### config.mk
export PLATFORM = sky130hd
export DESIGN_NAME = and_or_pla
export DESIGN_NICKNAME = d
export VERILOG_FILES = /design/src/rtl/and_or_pla_pkg.sv /design/src/rtl/and_or_pla_term.sv /design/src/rtl/and_or_pla.sv
export SDC_FILE = /design/constraint.sdc
export NUM_CORES = 1
export LEC_CHECK = 0
export CAP_MARGIN = 20
export CORE_ASPECT_RATIO = 0.6
export CORE_MARGIN = 2
export CORE_UTILIZATION = 45
export CTS_CLUSTER_DIAMETER = 80
export DETAILED_ROUTE_END_ITERATION = 12
export HOLD_SLACK_MARGIN = 0.03
export PLACE_DENSITY = 0.74
export SETUP_SLACK_MARGIN = 0.5
export SYNTH_ARGS = -nofsm -noshare
export SYNTH_HDL_FRONTEND = slang
export SYNTH_HIERARCHICAL = 1
export SYNTH_SLANG_ARGS = --single-unit
### constraint.sdc
create_clock -name clk -period 3.3 [get_ports clk]
set_clock_uncertainty 0.1 [all_clocks]
set_input_delay 0.66 -clock clk [delete_from_list [all_inputs] [get_ports clk]]
set_output_delay 0.66 -clock clk [all_outputs]
set_load 0.05 [all_outputs]
### src/rtl/and_or_pla_pkg.sv
// Shared definitions for the programmable AND-OR array.
//   - state_e       : config loader states
//   - cfg_width     : total config vector width for a given geometry
//   - term_true_lsb : LSB of term t's true mask (complement mask follows at +n_in)
//   - or_mask_lsb   : LSB of output o's OR-mask; o == n_out gives the polarity field LSB
package and_or_pla_pkg;

    typedef enum logic [0:0] {
        IDLE = 1'b0,
        LOAD = 1'b1
    } state_e;

    function automatic int unsigned cfg_width(input int unsigned n_in,
                                              input int unsigned n_terms,
                                              input int unsigned n_out);
        return n_terms * 2 * n_in + n_out * n_terms + n_out;
    endfunction

    function automatic int unsigned term_true_lsb(input int unsigned t,
                                                  input int unsigned n_in);
        return 2 * n_in * t;
    endfunction

    // The polarity bits sit directly above the last OR-mask, so o == n_out
    // naturally indexes them; anything beyond is clamped there.
    function automatic int unsigned or_mask_lsb(input int unsigned o,
                                                input int unsigned n_in,
                                                input int unsigned n_terms,
                                                input int unsigned n_out);
        int unsigned base;
        base = 2 * n_in * n_terms;
        if (o <= n_out) begin
            return base + n_terms * o;
        end
        return base + n_terms * n_out;
    endfunction

endpackage

### src/rtl/and_or_pla_term.sv
// One combinational product term.
//   in_i        : logic inputs
//   true_mask_i : inputs that must be 1 for the term to be true
//   comp_mask_i : inputs that must be 0 for the term to be true
//   term_o      : AND of the selected literals (1 when no mask bit is set,
//                 0 whenever an input is selected in both masks)
module and_or_pla_term #(
    parameter int unsigned N_IN = 4
) (
    input  logic [N_IN-1:0] in_i,
    input  logic [N_IN-1:0] true_mask_i,
    input  logic [N_IN-1:0] comp_mask_i,
    output logic            term_o
);

    logic [N_IN-1:0] lit_ok;

    always_comb begin
        lit_ok = (in_i | ~true_mask_i) & (~in_i | ~comp_mask_i);
        term_o = &lit_ok;
    end

endmodule

### src/rtl/and_or_pla.sv
// Runtime-programmable sum-of-products array with a serial config loader.
//   clk, rst_n          : clock, async active-low reset
//   in_valid, in        : input sample and its qualifier
//   out_valid, out      : registered results, 2-cycle latency; out holds when not valid
//   cfg_start           : begins (or restarts) a serial config load
//   cfg_valid, cfg_bit  : serial config stream, MSB first
//   cfg_ready           : high while loading
//   cfg_done            : one-cycle pulse the cycle after the new config is committed
module and_or_pla
    import and_or_pla_pkg::*;
#(
    parameter int unsigned N_IN    = 4,
    parameter int unsigned N_TERMS = 4,
    parameter int unsigned N_OUT   = 2
) (
    input  logic             clk,
    input  logic             rst_n,
    input  logic             in_valid,
    input  logic [N_IN-1:0]  in,
    output logic             out_valid,
    output logic [N_OUT-1:0] out,
    input  logic             cfg_start,
    input  logic             cfg_valid,
    input  logic             cfg_bit,
    output logic             cfg_ready,
    output logic             cfg_done
);

    localparam int unsigned CFG_W  = cfg_width(N_IN, N_TERMS, N_OUT);
    localparam int unsigned CNT_W  = $clog2(CFG_W + 1);
    localparam int unsigned OR_LSB = or_mask_lsb(0, N_IN, N_TERMS, N_OUT);
    localparam int unsigned PO_LSB = or_mask_lsb(N_OUT, N_IN, N_TERMS, N_OUT);
    localparam int unsigned OR_W   = N_OUT * N_TERMS;

    // Config loader state
    state_e             state_q, state_d;
    logic [CNT_W-1:0]   cnt_q, cnt_d;
    logic [CFG_W-1:0]   shadow_q, shadow_d;
    logic [CFG_W-1:0]   cfg_q, cfg_d;
    logic               cfg_done_q, cfg_done_d;

    // Pipeline state
    logic [N_TERMS-1:0] term_q, term_d;
    logic [OR_W-1:0]    or_q, or_d;
    logic [N_OUT-1:0]   pol_q, pol_d;
    logic               v1_q, v1_d;
    logic [N_OUT-1:0]   out_q, out_d;
    logic               v2_q, v2_d;

    logic [N_TERMS-1:0] term_vec;
    logic [CFG_W-1:0]   shift_val;

    // Terms always evaluate against the committed config, never the shadow.
    for (genvar t = 0; t < N_TERMS; t++) begin : g_term
        and_or_pla_term #(
            .N_IN (N_IN)
        ) u_term (
            .in_i        (in),
            .true_mask_i (cfg_q[term_true_lsb(t, N_IN) +: N_IN]),
            .comp_mask_i (cfg_q[term_true_lsb(t, N_IN) + N_IN +: N_IN]),
            .term_o      (term_vec[t])
        );
    end

    // Config loader
    always_comb begin
        state_d    = state_q;
        cnt_d      = cnt_q;
        shadow_d   = shadow_q;
        cfg_d      = cfg_q;
        cfg_done_d = 1'b0;
        shift_val  = {shadow_q[CFG_W-2:0], cfg_bit};

        unique case (state_q)
            IDLE: begin
                if (cfg_start) begin
                    state_d  = LOAD;
                    cnt_d    = '0;
                    shadow_d = '0;
                end
            end
            LOAD: begin
                // A restart takes priority over a bit presented in the same cycle.
                if (cfg_start) begin
                    cnt_d    = '0;
                    shadow_d = '0;
                end else if (cfg_valid) begin
                    shadow_d = shift_val;
                    cnt_d    = cnt_q + 1'b1;
                    if (cnt_q == CNT_W'(CFG_W - 1)) begin
                        cfg_d      = shift_val;
                        state_d    = IDLE;
                        cfg_done_d = 1'b1;
                    end
                end
            end
            default: state_d = IDLE;
        endcase
    end

    // Evaluation pipeline. Stage 1 snapshots the OR-masks and polarity with the
    // terms so a commit between stages cannot mix two configurations.
    always_comb begin
        term_d = term_q;
        or_d   = or_q;
        pol_d  = pol_q;
        v1_d   = in_valid;
        if (in_valid) begin
            term_d = term_vec;
            or_d   = cfg_q[OR_LSB +: OR_W];
            pol_d  = cfg_q[PO_LSB +: N_OUT];
        end

        out_d = out_q;
        v2_d  = v1_q;
        if (v1_q) begin
            for (int o = 0; o < N_OUT; o++) begin
                out_d[o] = (|(term_q & or_q[o * N_TERMS +: N_TERMS])) ^ pol_q[o];
            end
        end
    end

    always_ff @(posedge clk or negedge rst_n) begin
        if (!rst_n) begin
            state_q    <= IDLE;
            cnt_q      <= '0;
            shadow_q   <= '0;
            cfg_q      <= '0;
            cfg_done_q <= 1'b0;
            term_q     <= '0;
            or_q       <= '0;
            pol_q      <= '0;
            v1_q       <= 1'b0;
            out_q      <= '0;
            v2_q       <= 1'b0;
        end else begin
            state_q    <= state_d;
            cnt_q      <= cnt_d;
            shadow_q   <= shadow_d;
            cfg_q      <= cfg_d;
            cfg_done_q <= cfg_done_d;
            term_q     <= term_d;
            or_q       <= or_d;
            pol_q      <= pol_d;
            v1_q       <= v1_d;
            out_q      <= out_d;
            v2_q       <= v2_d;
        end
    end

    assign out       = out_q;
    assign out_valid = v2_q;
    assign cfg_ready = (state_q == LOAD);
    assign cfg_done  = cfg_done_q;

endmodule

## After elaboration in Yosys (flattened, before gate mapping)

Cells that the tools add are included.

| storage, ports and cells | value |
|---|---|
| bits in registers | 109 |
| bits in latches | 0 |
| memory bits (writable) | 0 |
| ROM bits | 0 |
| input port bits | 10 |
| output and inout bits | 5 |
| logic and storage cells | 67 |
| memories | 0 |

| operators by class | value |
|---|---|
| $add $sub $neg | 1 |
| multipliers | 0 |
| divide/modulo/power cells | 0 |
| order comparisons | 0 |
| eq/ne operators | 3 |
| shift operators | 0 |
| muxes and demuxes | 17 |
| bitwise operators | 27 |
| reductions and logical operators | 8 |

Operators with widths:

| kind | number |
|---|---|
| 2-to-1 mux 41 bit | 3 |
| case mux 41 bit (2 select lines) | 1 |
| NOT 4 bit | 9 |
| bitwise OR 4 bit | 8 |
| bitwise AND 4 bit | 6 |
| AND reduction 4 bit | 5 |
| 2-to-1 mux 6 bit | 3 |
| case mux 6 bit (2 select lines) | 1 |
| 2-to-1 mux 1 bit | 8 |
| OR reduction 4 bit | 2 |
| adder 6 x 1 -> 6 bit, second input constant | 1 |
| equality test 6 bit, second input constant | 1 |
| inequality test 3 bit, second input constant | 1 |
| inequality test 2 bit, second input constant | 1 |
| NOT 1 bit | 2 |
| case mux 1 bit (2 select lines) | 1 |
| AND reduction 2 bit | 1 |
| XOR 1 bit | 2 |

## Logic depth before layout (Yosys ltp)

| logic depth | value |
|---|---|
| word-level depth | 5 |
| mapped depth | 7 |
| gate-level depth less buffers | 5 |

## Cells and area by module

Netlist, hierarchy kept.

Modules (own cells, without submodules):

| module | times used | cells an instance | area an instance (µm²) |
|---|---|---|---|
| and_or_pla | 1 | 352 | 4,454.3 |
| and_or_pla_term | 4 | 5 | 48.8 |

## Least setup slack after synthesis

Ideal clock, no wire load.

| timing path | value |
|---|---|
| path type | flip-flop to flip-flop |
| start | register state_q, in the netlist cfg_ready |
| end | register cfg_q[10] |
| setup time | 125 ps |
| data arrival time | 1,833 ps |
| data required time | 3,075 ps |
| path slack | 1,242 ps |
| stages on the path, launching flop included | 7 |
| clock period less this slack | 2,058 ps |
| cell sequence | dfrtp_1 -> and2_4 -> buf_6 -> and4bb_1 -> buf_6 -> buf_12 -> mux2_4 |

| between the ends | value |
|---|---|
| longest elaborated chain between the ends | 1 |

Ends and longest elaborated chain:

| item | line | text |
|---|---|---|
| from (decl) | and_or_pla.sv:36 | `state_e state_q, state_d;` |
| from (signal assigned) | and_or_pla.sv:137 | `state_q <= state_d;` |
| AND reduction 4 bit (no source line) | -- |  |
| to (signal assigned) | and_or_pla.sv:140 | `cfg_q <= cfg_d;` |
| to (decl) | and_or_pla.sv:39 | `logic [CFG_W-1:0] cfg_q, cfg_d;` |

No other way between the ends.
A chain may end at the register's enable or synchronous reset.

## Worst setup path after layout

| timing path | value |
|---|---|
| start | register state_q, in the netlist cfg_ready |
| end | output cfg_ready |

RTL lines:

| item | line | text |
|---|---|---|
| to (decl) | and_or_pla.sv:25 | `output logic cfg_ready,` |

No word-level cell between the ends.

==> key figures <==
Layout
  – Most common cell after layout, fill and taps aside: dfrtp_1
  – Nets: ~390
  – Layout cell share with drive strength beyond 1: 0.204
  – Final cell count without fillers: about 520
  – Most frequent cells in the layout: dfrtp_1 (109), nand2_1 (87), a21oi_1 (43)
  – Inserted Diodes: 0
  – Area Overhead vs Synth: 10.9%
  – Filler Cell Count: about 850

Critical path
  – Critical Path Sink Type: primary output
  – CP required: approximately 2500 ps
  – Critical path peak fanout: 7
  – Worst path arrival time: 1630 ps
  – CP Launch Type: register
  – Kind of critical path: reg2out
  – Top Family by Delay on Critical Path: buffers and inverters
  – CP cell instances: clkdlybuf4s50_1
  – CP max stage cell: clkdlybuf4s50_1
  – CP peak stage delay: between 800 and 900 ps
  – Worst path buffer plus inverter count: 1

Timing
  – Relative slew slack: 0.539
  – Worst-Margin Slew: 690 ps
  – Post-layout min period: around 2400 ps
  – Setup Viol. Count Final: 0
  – Max Freq: 0.418 GHz
  – Sum of negative setup slack: 0 ps
  – Max-slew violations: 0
  – Fin crit share: 0.725
  – RSZ-0062 raised after global routing: no
  – Hold Vio Cnt, Final: 0

Synth
  – Ys Warns: 6
  – Ys async rst share: 1.00
  – Post-synth cell types: 28
  – Top FF cell, synth: dfrtp_1
  – Seq/Total Area, Yosys: 0.587
  – Mean Syn Cell Area: 12.5 um2
  – Synth Register Bits: roughly 110
  – Mapped cell area: about 0.0046 mm2
  – Cells after Synth: 372
  – Number of synthesized flops with an enable pin: 0
  – Syn nets: 384

Floorplanning
  – Die H: slightly above 80 um
  – IO Count: 15
  – Placeable Area: 0.00995 mm2
  – Row count: 28
  – Die Wd: around 140 um
  – Initial core utilization: 0.467
  – Die area: between 0.01 and 0.015 mm2

Clock tree
  – Hold_buf cts: 0
  – H-tree Lvls: 3
  – Post-CTS Resized: 0
  – TritonCTS clock tree: done
  – CTS clk-pin slew, worst paths: ~70 ps
  – Sink Count: 109
  – CTS buffer count: 9
  – Setup Fix Bufs, Post-CTS: 0
  – Clk root buf: clkbuf_16
  – Max clock buf depth: 2
  – Insertion delay to the later sink of the worst-skew pair: ~340 ps

Placed design
  – Placed wire-length estimate: between 5000 and 6000 um
  – Placed Instances: ~510
  – Placer Congestion: around 0.82
  – Port Buf Inserts: 14

Global route
  – Largest net degree at the start of global routing: 63
  – Vias in the first global route: 2853
  – First-pass GRT wire length: 14700 um
  – Total Routing Usage GR: 0.174
  – Initial antenna violation count: 0
  – Global route overflow: 0

Routing
  – Detailed-route via count: 2737
  – Drt first-iter violations: roughly 260
  – ANT nets after route: 0
  – Detailed-route DRC error count: 0
  – Avg WL per Cell: ~16 um
  – Routed WL: roughly 8400 um
  – 1st-pass router iterations: 7
  – Via/cell ratio: 5.24

Run status
  – Status: finished, final reports clean

Hold path
  – Worst hold path type: in2async

Job
  – Max cap viols: 0

Pwr
  – PwrDens: around 490 mW/mm2
  – Pleak: 2.29 nW
  – Peak supply drop: between 0.2 and 0.3 mV
logic make-up (layout without fill, tap and decap cells):
family / count (synthesis) / in the layout / synth area share
flip-flops: 109 / 109 / 0.587
XOR/XNOR: 2 / 2 / 0.00377
multiplexers: 73 / 73 / 0.204
AO/OA/AOI/OAI: 53 / 53 / 0.0619
adder cells (fa/ha/maj): 2 / 2 / 0.00538
buffers and inverters: 22 / 37 / 0.0350
AND/OR/NAND/NOR: 111 / 111 / 0.103
report_power, final:
group	internal [W]	switching, W
combinational	0.0000279	0.0000731
sequential	0.00134	0.00000569
clock	0.000607	0.000460
flip-flops by register name, summed over array words and instances (netlist names):
name,cells
cfg_q,42
out,2
or_q,8
pol_q,2
cfg_done,1
out_valid,1
cfg_ready,1
term_q,4
shadow_q,41
cnt_q,6
v1_q,1
metal layers:
| layer | GRT usage | part of all wire | up-vias |
|---|---|---|---|
| li1 | - | - | 1296 |
| met1 | 0.248 | 0.51 | 1360 |
| met2 | 0.258 | 0.42 | 66 |
| met3 | 0.0482 | 0.050 | 15 |
| met4 | 0.0625 | 0.016 | 0 |
| met5 | 0 | 0 | - |
path summary, 6_finish.rpt:
| kind | start | end | slack (ps) | depth (start not counted) |
|---|---|---|---|---|
| min in group clk | v1_q$_DFF_PN0_ | out_valid$_DFF_PN0_ | 340 | 0 |
| worst max register to register | cnt_q[2]$_DFFE_PN0P_ | cfg_q[0]$_DFFE_PN0P_ | 1310 | 4 |
| worst min-delay path | rst_n | cfg_q[23]$_DFFE_PN0P_ | 220 | 1 |
| worst max-delay path | cfg_ready$_DFF_PN0_ | cfg_ready | 910 | 1 |
| worst min register to register | v1_q$_DFF_PN0_ | out_valid$_DFF_PN0_ | 340 | 0 |
| max in group asynchronous | rst_n | shadow_q[2]$_DFFE_PN0P_ | 2140 | 2 |
synth_stat cells (2+ instances only):
library cell / instances / share of area
a211o_1: 2 / 0.0038
a21oi_1: 43 / 0.046
a22oi_1: 4 / 0.0065
and4_1: 4 / 0.0075
buf_1: 2 / 0.0016
buf_12: 4 / 0.017
buf_6: 2 / 0.0048
clkbuf_1: 12 / 0.0097
dfrtp_1: 109 / 0.59
ha_1: 2 / 0.0054
inv_1: 2 / 0.0016
mux2_2: 18 / 0.044
mux2_4: 39 / 0.13
mux2i_1: 16 / 0.034
nand2_1: 87 / 0.070
nand3_1: 5 / 0.0054
nand4_1: 5 / 0.0067
nor2_1: 4 / 0.0032
o21ai_0: 2 / 0.0022
or3_1: 2 / 0.0027
per-stage QoR:
stage                     setup WS, ps  utilization  hold WS [ps]  total power (W)  area [um2]
after floorplan                   1240            -           264          0.00141        4650
after global placement             744        0.489           311          0.00147        4860
after detailed placement           713        0.489           325          0.00148        4860
after CTS                          898        0.518           243          0.00254        5160
after global routing               851        0.518           276          0.00260        5160
final                              909        0.518           222          0.00251        5160
area by class of cell:
class | instances | area [um2] | share of cell area
clock inverter | 4 | 47.5 | 0.00922
multi-input combinational | 241 | 1760 | 0.341
clock buffer | 12 | 246 | 0.0478
tap | 135 | 169 | 0.0328
timing repair buffer | 19 | 200 | 0.0388
inverter | 2 | 7.51 | 0.00146
sequential | 109 | 2730 | 0.529
No activity file was read; power rests on OpenSTA's default activity.
